## config.mk

```make
export PLATFORM = sky130hd
export DESIGN_NAME = lsu_axil_master
export DESIGN_NICKNAME = d
export VERILOG_FILES = /design/src/rtl/axil_pkg.sv /design/src/rtl/lsu_axil_master.sv
export SDC_FILE = /design/constraint.sdc
export NUM_CORES = 1
export LEC_CHECK = 0
export CAP_MARGIN = 5
export CELL_PAD_IN_SITES_DETAIL_PLACEMENT = 1
export CELL_PAD_IN_SITES_GLOBAL_PLACEMENT = 2
export CORE_MARGIN = 2
export CORE_UTILIZATION = 23
export CTS_BUF_LIST = sky130_fd_sc_hd__clkbuf_4 sky130_fd_sc_hd__clkbuf_8
export DETAILED_ROUTE_END_ITERATION = 12
export HOLD_SLACK_MARGIN = 0.05
export MAX_ROUTING_LAYER = met4
export PLACE_DENSITY = 0.78
export REMOVE_ABC_BUFFERS = 1
export SLEW_MARGIN = 40
export SYNTH_ARGS = -nofsm -noshare
export SYNTH_HDL_FRONTEND = slang
export SYNTH_SLANG_ARGS = --single-unit
```

## constraint.sdc

```tcl
create_clock -name clk -period 1.8 [get_ports clk]
set_input_delay 0.36 -clock clk [delete_from_list [all_inputs] [get_ports clk]]
set_output_delay 0.36 -clock clk [all_outputs]
set_load 0.01 [all_outputs]
```

## src/rtl/axil_pkg.sv

```systemverilog
// Shared AXI4-Lite definitions: FSM state encodings, response codes and the
// default protection value used by the data-side initiator.
package axil_pkg;

    localparam int unsigned STATE_W = 3;

    localparam logic [STATE_W-1:0] IDLE    = 3'd0;
    localparam logic [STATE_W-1:0] RD_ADDR = 3'd1;
    localparam logic [STATE_W-1:0] RD_DATA = 3'd2;
    localparam logic [STATE_W-1:0] WR_REQ  = 3'd3;
    localparam logic [STATE_W-1:0] WR_RESP = 3'd4;

    localparam logic [1:0] RESP_OKAY   = 2'b00;
    localparam logic [1:0] RESP_EXOKAY = 2'b01;
    localparam logic [1:0] RESP_SLVERR = 2'b10;
    localparam logic [1:0] RESP_DECERR = 2'b11;

    localparam logic [2:0] PROT_DEFAULT = 3'b000;

endpackage

```

## src/rtl/lsu_axil_master.sv

```systemverilog
// AXI4-Lite initiator for the CPU data-memory port.
// Converts one CPU load/store (valid/ready) into one AXI4-Lite read (AR/R) or
// write (AW/W/B) transaction, one outstanding at a time, and returns a
// one-cycle response pulse with load data and error status.
// Ports:
//   clk, rst_n                 clock, async active-low reset
//   req_*                      CPU request (valid/ready, wen, addr, wdata, wmask)
//   resp_valid/rdata/err       completion pulse, load data (held), xRESP[1]
//   m_ar*/m_r*                 AXI4-Lite read address / read data channels
//   m_aw*/m_w*/m_b*            AXI4-Lite write address / data / response channels
module lsu_axil_master
    import axil_pkg::*;
#(
    parameter int unsigned ADDR_W = 32,
    parameter int unsigned DATA_W = 32
) (
    input  logic                clk,
    input  logic                rst_n,

    input  logic                req_valid,
    output logic                req_ready,
    input  logic                req_wen,
    input  logic [ADDR_W-1:0]   req_addr,
    input  logic [DATA_W-1:0]   req_wdata,
    input  logic [DATA_W/8-1:0] req_wmask,

    output logic                resp_valid,
    output logic [DATA_W-1:0]   resp_rdata,
    output logic                resp_err,

    output logic                m_arvalid,
    input  logic                m_arready,
    output logic [ADDR_W-1:0]   m_araddr,
    output logic [2:0]          m_arprot,

    input  logic                m_rvalid,
    output logic                m_rready,
    input  logic [DATA_W-1:0]   m_rdata,
    input  logic [1:0]          m_rresp,

    output logic                m_awvalid,
    input  logic                m_awready,
    output logic [ADDR_W-1:0]   m_awaddr,
    output logic [2:0]          m_awprot,

    output logic                m_wvalid,
    input  logic                m_wready,
    output logic [DATA_W-1:0]   m_wdata,
    output logic [DATA_W/8-1:0] m_wstrb,

    input  logic                m_bvalid,
    output logic                m_bready,
    input  logic [1:0]          m_bresp
);

    localparam int unsigned STRB_W = DATA_W / 8;

    logic [STATE_W-1:0] state_q,      state_d;
    logic [ADDR_W-1:0]  addr_q,       addr_d;
    logic [DATA_W-1:0]  wdata_q,      wdata_d;
    logic [STRB_W-1:0]  wmask_q,      wmask_d;
    logic               aw_done_q,    aw_done_d;
    logic               w_done_q,     w_done_d;
    logic               arvalid_q,    arvalid_d;
    logic               rready_q,     rready_d;
    logic               awvalid_q,    awvalid_d;
    logic               wvalid_q,     wvalid_d;
    logic               bready_q,     bready_d;
    logic               resp_valid_q, resp_valid_d;
    logic               resp_err_q,   resp_err_d;
    logic [DATA_W-1:0]  rdata_q,      rdata_d;

    // Only xRESP[1] distinguishes error from success.
    logic unused_resp_lsb;
    assign unused_resp_lsb = m_rresp[0] ^ m_bresp[0];

    // Next-state and next-output logic; handshake valids are derived from the
    // next state so each one is a plain flop that drops the cycle after its
    // handshake.
    always_comb begin
        state_d      = state_q;
        addr_d       = addr_q;
        wdata_d      = wdata_q;
        wmask_d      = wmask_q;
        aw_done_d    = aw_done_q;
        w_done_d     = w_done_q;
        resp_valid_d = 1'b0;
        resp_err_d   = resp_err_q;
        rdata_d      = rdata_q;

        case (state_q)
            IDLE: begin
                if (req_valid) begin
                    addr_d    = req_addr;
                    wdata_d   = req_wdata;
                    wmask_d   = req_wmask;
                    aw_done_d = 1'b0;
                    w_done_d  = 1'b0;
                    state_d   = req_wen ? WR_REQ : RD_ADDR;
                end
            end
            RD_ADDR: begin
                if (arvalid_q && m_arready) state_d = RD_DATA;
            end
            RD_DATA: begin
                if (m_rvalid) begin
                    rdata_d      = m_rdata;
                    resp_err_d   = m_rresp[1];
                    resp_valid_d = 1'b1;
                    state_d      = IDLE;
                end
            end
            WR_REQ: begin
                if (awvalid_q && m_awready) aw_done_d = 1'b1;
                if (wvalid_q && m_wready)   w_done_d  = 1'b1;
                if (aw_done_d && w_done_d)  state_d   = WR_RESP;
            end
            WR_RESP: begin
                if (m_bvalid) begin
                    resp_err_d   = m_bresp[1];
                    resp_valid_d = 1'b1;
                    state_d      = IDLE;
                end
            end
            default: state_d = IDLE;
        endcase

        arvalid_d = (state_d == RD_ADDR);
        rready_d  = (state_d == RD_DATA);
        awvalid_d = (state_d == WR_REQ) && !aw_done_d;
        wvalid_d  = (state_d == WR_REQ) && !w_done_d;
        bready_d  = (state_d == WR_RESP);
    end

    // State and output registers.
    always_ff @(posedge clk or negedge rst_n) begin
        if (!rst_n) begin
            state_q      <= IDLE;
            addr_q       <= '0;
            wdata_q      <= '0;
            wmask_q      <= '0;
            aw_done_q    <= 1'b0;
            w_done_q     <= 1'b0;
            arvalid_q    <= 1'b0;
            rready_q     <= 1'b0;
            awvalid_q    <= 1'b0;
            wvalid_q     <= 1'b0;
            bready_q     <= 1'b0;
            resp_valid_q <= 1'b0;
            resp_err_q   <= 1'b0;
            rdata_q      <= '0;
        end else begin
            state_q      <= state_d;
            addr_q       <= addr_d;
            wdata_q      <= wdata_d;
            wmask_q      <= wmask_d;
            aw_done_q    <= aw_done_d;
            w_done_q     <= w_done_d;
            arvalid_q    <= arvalid_d;
            rready_q     <= rready_d;
            awvalid_q    <= awvalid_d;
            wvalid_q     <= wvalid_d;
            bready_q     <= bready_d;
            resp_valid_q <= resp_valid_d;
            resp_err_q   <= resp_err_d;
            rdata_q      <= rdata_d;
        end
    end

    assign req_ready  = (state_q == IDLE);

    assign resp_valid = resp_valid_q;
    assign resp_rdata = rdata_q;
    assign resp_err   = resp_err_q;

    assign m_arvalid  = arvalid_q;
    assign m_araddr   = addr_q;
    assign m_arprot   = PROT_DEFAULT;
    assign m_rready   = rready_q;

    assign m_awvalid  = awvalid_q;
    assign m_awaddr   = addr_q;
    assign m_awprot   = PROT_DEFAULT;
    assign m_wvalid   = wvalid_q;
    assign m_wdata    = wdata_q;
    assign m_wstrb    = wmask_q;
    assign m_bready   = bready_q;

endmodule

```

## After elaboration in Yosys (flattened, before gate mapping)

Index checks and enable logic that the tools add are counted.

- Flip-flop bits (word level): 112
- Input bits: 113
- Logic and storage cells: 58

- Equal/unequal tests: 10
- Muxes and demuxes: 21
- Reductions and logical operators: 13

Operators by type and width:

| kind | count |
|---|---|
| 3-bit two-way mux | 5 |
| 3-bit one-hot mux with 5 select lines | 1 |
| 3-bit by 2-bit == test with 1-bit output (second input constant) | 4 |
| 1-bit two-way mux | 10 |
| 1-bit one-hot mux with 2 select lines | 4 |
| 3-bit by 1-bit == test with 1-bit output (second input constant) | 2 |
| 3-bit == test (second input constant) | 2 |
| 1-bit logical AND | 6 |
| 2-bit != test (second input constant) | 2 |
| 2-bit AND reduction | 2 |
| 3-bit logical NOT | 1 |
| 3-bit AND reduction | 1 |
| 1-bit logical NOT | 2 |
| 2-bit two-way mux | 1 |
| 2-bit nonzero test | 1 |

## Depth between registers and ports, before layout

Gate-level depths: netlist of the first run.

- Word-level depth: 8
- Mapped depth: 5
- Gate-level depth less buffers: 4

## Worst setup path before layout of the first run

OpenSTA, ideal clock, no wires.

- Kind: register -> register
- Start point: reg state_q[0]
- End point: reg addr_q[0] (netlist: m_araddr[0])
- Arrival time: 1.571 ns
- Data required time: 1.675 ns
- Setup slack: 0.104 ns
- Stages on the path, launching flop included: 5
- Clock period less this slack: 1.696 ns
- Cell sequence: dfrtp_1 -> buf_6 -> nor4b_4 -> buf_6 -> mux2_4

- Longest elaborated chain between the ends: 2

RTL lines:

| item | line | RTL |
|---|---|---|
| start, declared | lsu_axil_master.sv:58 | `logic [STATE_W-1:0] state_q, state_d;` |
| start signal, assigned | lsu_axil_master.sv:153 | `state_q <= state_d;` |
| 3-bit logical NOT | lsu_axil_master.sv:91 | `case (state_q)` |
| 2-bit AND reduction (no line) | -- |  |
| end signal, assigned | lsu_axil_master.sv:154 | `addr_q <= addr_d;` |
| end, declared | lsu_axil_master.sv:59 | `logic [ADDR_W-1:0] addr_q, addr_d;` |

Every way passes these cells.
A chain may end at the register's enable or synchronous reset.

## Final worst setup path of the first run

- Start point: reg state_q[0]
- End point: reg addr_q[10] (netlist: m_araddr[10])

The elaborated chain is that of the path after synthesis.

==> run metrics, run 1 <==
total congestion overflow 0; initial antenna violation count 0; via count 3270; Die Wd 149.3 µm; slowest stage delay, CP 0.44 ns; clock sinks 112; CP endpoint kind flop; pre-CTS worst setup slack -0.1774 ns; register area share after synthesis 57.75%; Tmin final 1.741 ns; Final nets 649; WP data arrival 2.01 ns; top cells by area, synth dfrtp_1 58%, mux2_4 21%, mux2_2 7.4%, buf_4 6.3%, buf_6 1.9%; Pins Over Slew Limit 0; Mapped Cells 298; Setup Crit Path Kind flop to flop; share of layout cells above drive strength 1 27.73%; highest metal used met4; Max clock buf depth 2; Syn-to-layout area delta 59.96%; # setup viols final 0; Synth top cells by count 112 x dfrtp_1, 68 x mux2_4, 41 x buf_4; R2R setup slack 0.06 ns; Synth top area share 57.75%; diodes inserted 0; TritonRoute pass-1 iters 4; vias in the first global route 3662; Min-Delay Path Class input port to asynchronous set/reset pin; Core ar. 20890 µm²; Hold Fails Final Rpt 0; Leak Pwr 0.003314 µW; Ports 259; count leader, synth dfrtp_1; largest net degree at the start of global routing 53; f_max 0.5745 GHz; DRC 0; M1 WL 5366 µm; RR Endpoint m_araddr[10]; asr flop ratio synth 100.0%; setup slack after layout 0.05939 ns; Critical Path Slowest Stage Cell dfrtp_2; Routed WL per cell 16.39 µm; RSZ-0062 raised after global routing yes; utilization after layout 37.17%; clock skew 0.01585 ns; Mapped Area 4853 µm²; Max H-tree Level 3; R2R Path Start state_q[0]; total CTS buffers 9; Detail Placement HPWL 10160 µm; r2r worst-path depth 5; Ys Warns 0; FP Rows 53; Buffers on Ports 250; CP Launch Type flop; DRT Wirelength 13380 µm; met3 routed WL 1129 µm; number of flops mapped to enable cells by yosys 0; first-pass GRT wire length 20360 µm; synthesis-stage register bit count 112; Req. time, crit path 2.07 ns; Power Density 1719 nW/µm²; Die Area 22280 µm²; CTS tree done; Max Cap Viol 0; placer congestion estimate 0.6989; total track usage 12.38%; Routed Antenna Nets 0; Clock Root Buffer clkbuf_8; peak supply drop 675.4 µV; syn avg cell area 16.29 µm²; clk_lat worst skew 0.38 ns; routed vias/inst 4.007; Starting Density 23.23%; crit-path cells buf_6, nor4b_4, buf_12, buf_16, mux2_4; main flop type after synthesis dfrtp_1; post-synthesis cell type count 24; fin crit share 96.70%; Worst-path clk slew 0.12 ns; DR WL met2 6643 µm; Die H 149.3 µm; Synth area leader dfrtp_1; crit path max fanout 19; status finished clean; initial DRC count 64
sequential cells by signal, indices dropped and copies added, names as in the netlist:
name and flops:
m_arvalid 1, aw_done_q 1, resp_rdata 32, m_wvalid 1
w_done_q 1, m_araddr 32, m_wstrb 4, state_q 3
m_wdata 32, resp_valid 1, resp_err 1, m_awvalid 1
m_rready 1, m_bready 1
area by class of cell:
type	instances	area, µm²
repair buffers	272	2770
clock inverters	6	48.80
multi-input cells	139	1649
inverters	2	7.507
clock buffers	10	137.6
fillers	2189	13130
well taps	275	344.1
flip-flops and latches	112	2806
stage by stage:
stage | TNS [ns] | cell area (µm²) | hold WS (ns) | power [µW] | std cells
finish | 0 | 7764 | 0.3873 | 13340 | 816
global route | -0.01778 | 7764 | 0.3764 | 14170 | 816
CTS | 0 | 7697 | 0.3574 | 13510 | 811
detailed placement | -15.07 | 7486 | 0.2613 | 11900 | 793
global placement | -11.98 | 7486 | 0.2592 | 11710 | 793
floorplan | -224.27 | 4454 | 0.06441 | 7718 | 253
worst max-delay path: cells and delay by family, from the launching register on:
family / cells / cell delay, ns
flip-flops: 1 / 0.44
multiplexers: 1 / 0.31
AND/OR/NAND/NOR: 1 / 0.32
buffers and inverters: 3 / 0.53
where the power goes:
part	total [µW]	switching, µW	internal, µW
clock	1480	915	564
combinational	7250	2480	4770
sequential	4620	849	3770
metal layers:
metal  global-route usage, %  vias up
met5                       -        -
met1                   14.51     1632
met4                   4.667        0
li1                        -     1455
met3                   3.731       13
met2                   20.07      170
worst max-delay path by stage:
stage	from	to	slack (ns)	cells after the start
4_1_cts	m_araddr[14]	m_araddr[14]	0.01	1
5_1_grt	state_q[1]	req_ready	-0.02	2
6_report	state_q[0]	m_araddr[10]	0.06	5
2_1_floorplan	state_q[0]	m_arvalid	-2.97	4
3_5_place_dp	req_valid	m_wdata[20]	-0.18	5
3_3_place_gp	req_valid	m_wdata[20]	-0.15	5
placed cells by master (no fill, tap or decap), types with 2 or more instances in the layout:
cell type | synthesis | layout
clkdlybuf4s50_1 | 0 | 244
dfrtp_1 | 112 | 109
mux2_4 | 68 | 68
mux2_2 | 32 | 32
buf_4 | 41 | 15
clkbuf_8 | 0 | 10
nand2_1 | 6 | 6
conb_1 | 1 | 6
a21oi_1 | 5 | 5
inv_6 | 0 | 4
dlymetal6s2s_1 | 0 | 4
buf_12 | 1 | 4
o21ai_0 | 3 | 3
dfrtp_2 | 0 | 3
nor4b_4 | 2 | 2
a31oi_1 | 2 | 2
nor2_2 | 2 | 2
nor2_1 | 2 | 2
inv_1 | 2 | 2
nor3b_1 | 2 | 2
mux2_1 | 2 | 2
buf_16 | 0 | 2
repair_timing:
item	in CTS	in global routing
hold buffers	1	0
setup endpoints to repair	1	14
buffers inserted	1	5
hold endpoints to repair	17	0
gates resized for setup	5	7
logic make-up (layout without fill, tap and decap cells):
| group | after synthesis | after routing | synth area share [%] |
|---|---|---|---|
| other | 1 | 6 | 0.07727 |
| muxes | 102 | 102 | 28.93 |
| AOI/OAI and AO/OA | 12 | 12 | 1.598 |
| DFF | 112 | 112 | 57.75 |
| and+or+nand+nor | 19 | 19 | 2.887 |
| buffers and inverters | 52 | 290 | 8.765 |
Power figures use the tool's default switching activity.
==> run 2, diff against run 1 <==
--- a/config.mk
+++ b/config.mk
@@ -5,11 +5,12 @@
 export SDC_FILE = /design/constraint.sdc
 export NUM_CORES = 1
 export LEC_CHECK = 0
+export ABC_AREA = 1
 export CAP_MARGIN = 5
 export CELL_PAD_IN_SITES_DETAIL_PLACEMENT = 1
 export CELL_PAD_IN_SITES_GLOBAL_PLACEMENT = 2
 export CORE_MARGIN = 2
-export CORE_UTILIZATION = 23
+export CORE_UTILIZATION = 20
 export CTS_BUF_LIST = sky130_fd_sc_hd__clkbuf_4 sky130_fd_sc_hd__clkbuf_8
 export DETAILED_ROUTE_END_ITERATION = 12
 export HOLD_SLACK_MARGIN = 0.05
==> run 2 against run 1 <==
Compared with the run above: total power decreased by 9.1%; clock power about the same; die area is 8.9% higher; setup slack improved by 0.024 ns; synthesized area decreased by 5.1%; utilization decreased by 4.2 points; clock skew decreased by 0.0031 ns; critical path type is now flop to output port; critical endpoint is now m_araddr[30]; largest cell class unchanged.
==> run metrics, run 2 <==
R2R setup slack 0.38 ns (was 0.06 ns); clock skew 0.01272 ns (was 0.01585 ns); crit path max fanout 3 (was 19); peak supply drop 510.4 µV (was 675.4 µV); R2R Path Start state_q[0] (unchanged); utilization after layout 32.99% (was 37.17%); Die Area 24260 µm² (was 22280 µm²); Crit path max-delay family buffers and inverters (unchanged); # setup viols final 0 (unchanged); Req. time, crit path 1.44 ns (was 2.07 ns); Setup Crit Path Kind flop to output port (was flop to flop); top cells by area, synth dfrtp_1 61%, nand2_1 18%, mux2_2 7.8%, buf_4 6.5%, buf_6 1.7% (was dfrtp_1 58%, mux2_4 21%, mux2_2 7.4%, buf_4 6.3%, buf_6 1.9%); Routed Antenna Nets 0 (unchanged); setup slack after layout 0.08292 ns (was 0.05939 ns); DRT Wirelength 14260 µm (was 13380 µm); Setup TNS 0 ns (unchanged); Syn-to-layout area delta 62.14% (was 59.96%); CP Launch Type flop (unchanged); first-pass GRT wire length 21860 µm (was 20360 µm); register area share after synthesis 60.84% (was 57.75%); Synth top area share 60.84% (was 57.75%); r2r worst-path depth 5 (unchanged); status finished clean (unchanged); Detail Placement HPWL 10380 µm (was 10160 µm); diodes inserted 0 (unchanged); commonest non-fill, non-tap cell in the layout clkdlybuf4s50_1 (unchanged); Worst-path clk slew 0.11 ns (was 0.12 ns); commonest non-fill, non-tap cells in the layout 240 x clkdlybuf4s50_1, 219 x nand2_1, 111 x dfrtp_1, 32 x mux2_2, 11 x clkbuf_8 (was 244 x clkdlybuf4s50_1, 109 x dfrtp_1, 68 x mux2_4, 32 x mux2_2, 15 x buf_4); asr flop ratio synth 100.0% (unchanged); Critical Path Slowest Stage Cell clkdlybuf4s50_1 (was dfrtp_2); clock sinks 112 (unchanged); Routed WL per cell 14.72 µm (was 16.39 µm); Ys Warns 0 (unchanged); largest net degree at the start of global routing 64 (was 53); WP data arrival 1.36 ns (was 2.01 ns); synthesis-stage register bit count 112 (unchanged); number of flops mapped to enable cells by yosys 0 (unchanged); count leader, synth nand2_1 (was dfrtp_1); Min-Delay Path Class input port to asynchronous set/reset pin (unchanged); Leak Pwr 0.003469 µW (was 0.003314 µW); main flop type after synthesis dfrtp_1 (unchanged); Power Density 1624 nW/µm² (was 1719 nW/µm²); FP Rows 55 (was 53); total congestion overflow 0 (unchanged); Starting Density 20.35% (was 23.23%); worst path bufs/invs 1 (was 3); f_max 0.5824 GHz (was 0.5745 GHz); routed vias/inst 3.935 (was 4.007); Max Cap Viol 0 (unchanged); CP endpoint kind output port (was flop); xor/xnor share of the synthesized area 0% (unchanged); mux cell area share after synthesis 7.822% (was 28.92%); crit-path cells clkdlybuf4s50_1 (was buf_6, nor4b_4, buf_12, buf_16, mux2_4); Final nets 792 (was 649); Ports 259 (unchanged); Synth top cells by count 219 x nand2_1, 112 x dfrtp_1, 40 x buf_4 (was 112 x dfrtp_1, 68 x mux2_4, 41 x buf_4); Max clock buf depth 2 (unchanged); Die H 155.8 µm (was 149.3 µm); Post-Synth Adder-Cell Area 0% (unchanged); fillers 2592 (was 2189); DRC 0 (unchanged); post-synthesis cell type count 24 (unchanged); Mapped Cells 452 (was 298); Inst Count DP 946 (was 793); Max H-tree Level 3 (unchanged); initial antenna violation count 0 (unchanged); RSZ-0062 raised after global routing no (was yes); Synth area leader dfrtp_1 (unchanged); Mapped Area 4607 µm² (was 4853 µm²); Clock Root Buffer clkbuf_8 (unchanged); Pins Over Slew Limit 0 (unchanged); pre-CTS worst setup slack 0.1582 ns (was -0.1774 ns); main combinational cell family by area after synthesis simple AND/OR/NAND/NOR gates (was multiplexers); fin crit share 95.39% (was 96.70%); Hold Fails Final Rpt 0 (unchanged); share of layout cells above drive strength 1 10.67% (was 27.73%); slowest stage delay, CP 0.57 ns (was 0.44 ns); Die Wd 155.8 µm (was 149.3 µm); total CTS buffers 9 (unchanged); placer congestion estimate 0.6785 (was 0.6989); simple-gate share of the synthesized area 20.53% (was 2.887%); vias in the first global route 4033 (was 3662); via count 3813 (was 3270); RR Endpoint resp_rdata[1] (was m_araddr[10]); Final Power 12130 µW (was 13340 µW); Core ar. 22640 µm² (was 20890 µm²); clk_lat worst skew 0.38 ns (about the same); initial DRC count 88 (was 64); Final Non-Filler Cells 969 (was 816); syn avg cell area 10.19 µm² (was 16.29 µm²); Tmin final 1.717 ns (was 1.741 ns); Buffers on Ports 250 (unchanged); CTS tree done (unchanged); total track usage 12.04% (was 12.38%); TritonRoute pass-1 iters 3 (was 4); compound-gate portion of the synthesized area 0.7876% (was 1.598%)
[run 2: cell types whose count changed in the layout (fill, tap and decap cells not counted), moves of 5 or more]
cell / previous run / this run
mux2_4: 68 / 0
buf_4: 15 / 9
nand2_1: 6 / 219
a21oi_1: 5 / 0
[run 2: logic make-up (layout without fill, tap and decap cells)]
logic type             Yosys count  after routing
multiplexers                    32             32
other                            1              6
AO/OA/AOI/OAI                    5              5
AND/OR/NAND/NOR                238            238
flip-flops                     112            112
buffers and inverters           64            291
[run 2: through the flow]
| stage | instance area, µm² | hold WS [ns] |
|---|---|---|
| 3_5_place_dp | 7218 | 0.1866 |
| 2_1_floorplan | 4207 | 0.06441 |
| 6_report | 7470 | 0.3341 |
| 5_1_grt | 7470 | 0.2893 |
| 4_1_cts | 7431 | 0.2884 |
| 3_3_place_gp | 7218 | 0.1893 |
[run 2: final cells by class]
cell class / count / area (µm²) / share of cell area (%)
clock inverter: 4 / 35.03 / 0.4690
multi-input combinational: 281 / 1365 / 18.27
sequential: 112 / 2804 / 37.54
tap: 285 / 356.6 / 4.774
inverter: 9 / 38.79 / 0.5193
clock buffer: 12 / 158.9 / 2.127
timing repair buffer: 266 / 2711 / 36.30
[run 2: worst max path at each step]
| stage | startpoint | to | slack (ns) | cells after the start |
|---|---|---|---|---|
| detailed placement | m_rvalid | resp_rdata[1] | 0.16 | 4 |
| global route | m_araddr[30] | m_araddr[30] | 0.002 | 1 |
| floorplan | state_q[0] | m_awvalid | 0.13 | 7 |
| CTS | m_araddr[17] | m_awaddr[17] | 0.006 | 1 |
| global placement | state_q[1] | req_ready | 0.18 | 4 |
| finish | m_araddr[30] | m_araddr[30] | 0.08 | 1 |
[run 2: routing by layer]
| layer | track usage (%) | part of all wire (%) |
|---|---|---|
| met2 | 18.69 | 46 |
| met3 | 4.333 | 8.2 |
| met1 | 14.96 | 45 |
| met4 | 3.014 | 1.1 |
| met5 | - | 0 |
[run 2: power breakdown]
group | internal (µW) | switching [µW] | total (µW)
registers | 3680 | 727 | 4410
clock network | 613 | 900 | 1510
logic | 3580 | 2630 | 6220
total | 7870 | 4260 | 12100
[run 2: repair_timing]
item	4_1_cts	5_1_grt
buffers inserted	2	4
hold buffers	1	0
setup endpoints to repair	7	6
hold endpoints to repair	78	0
gates resized for setup	7	4
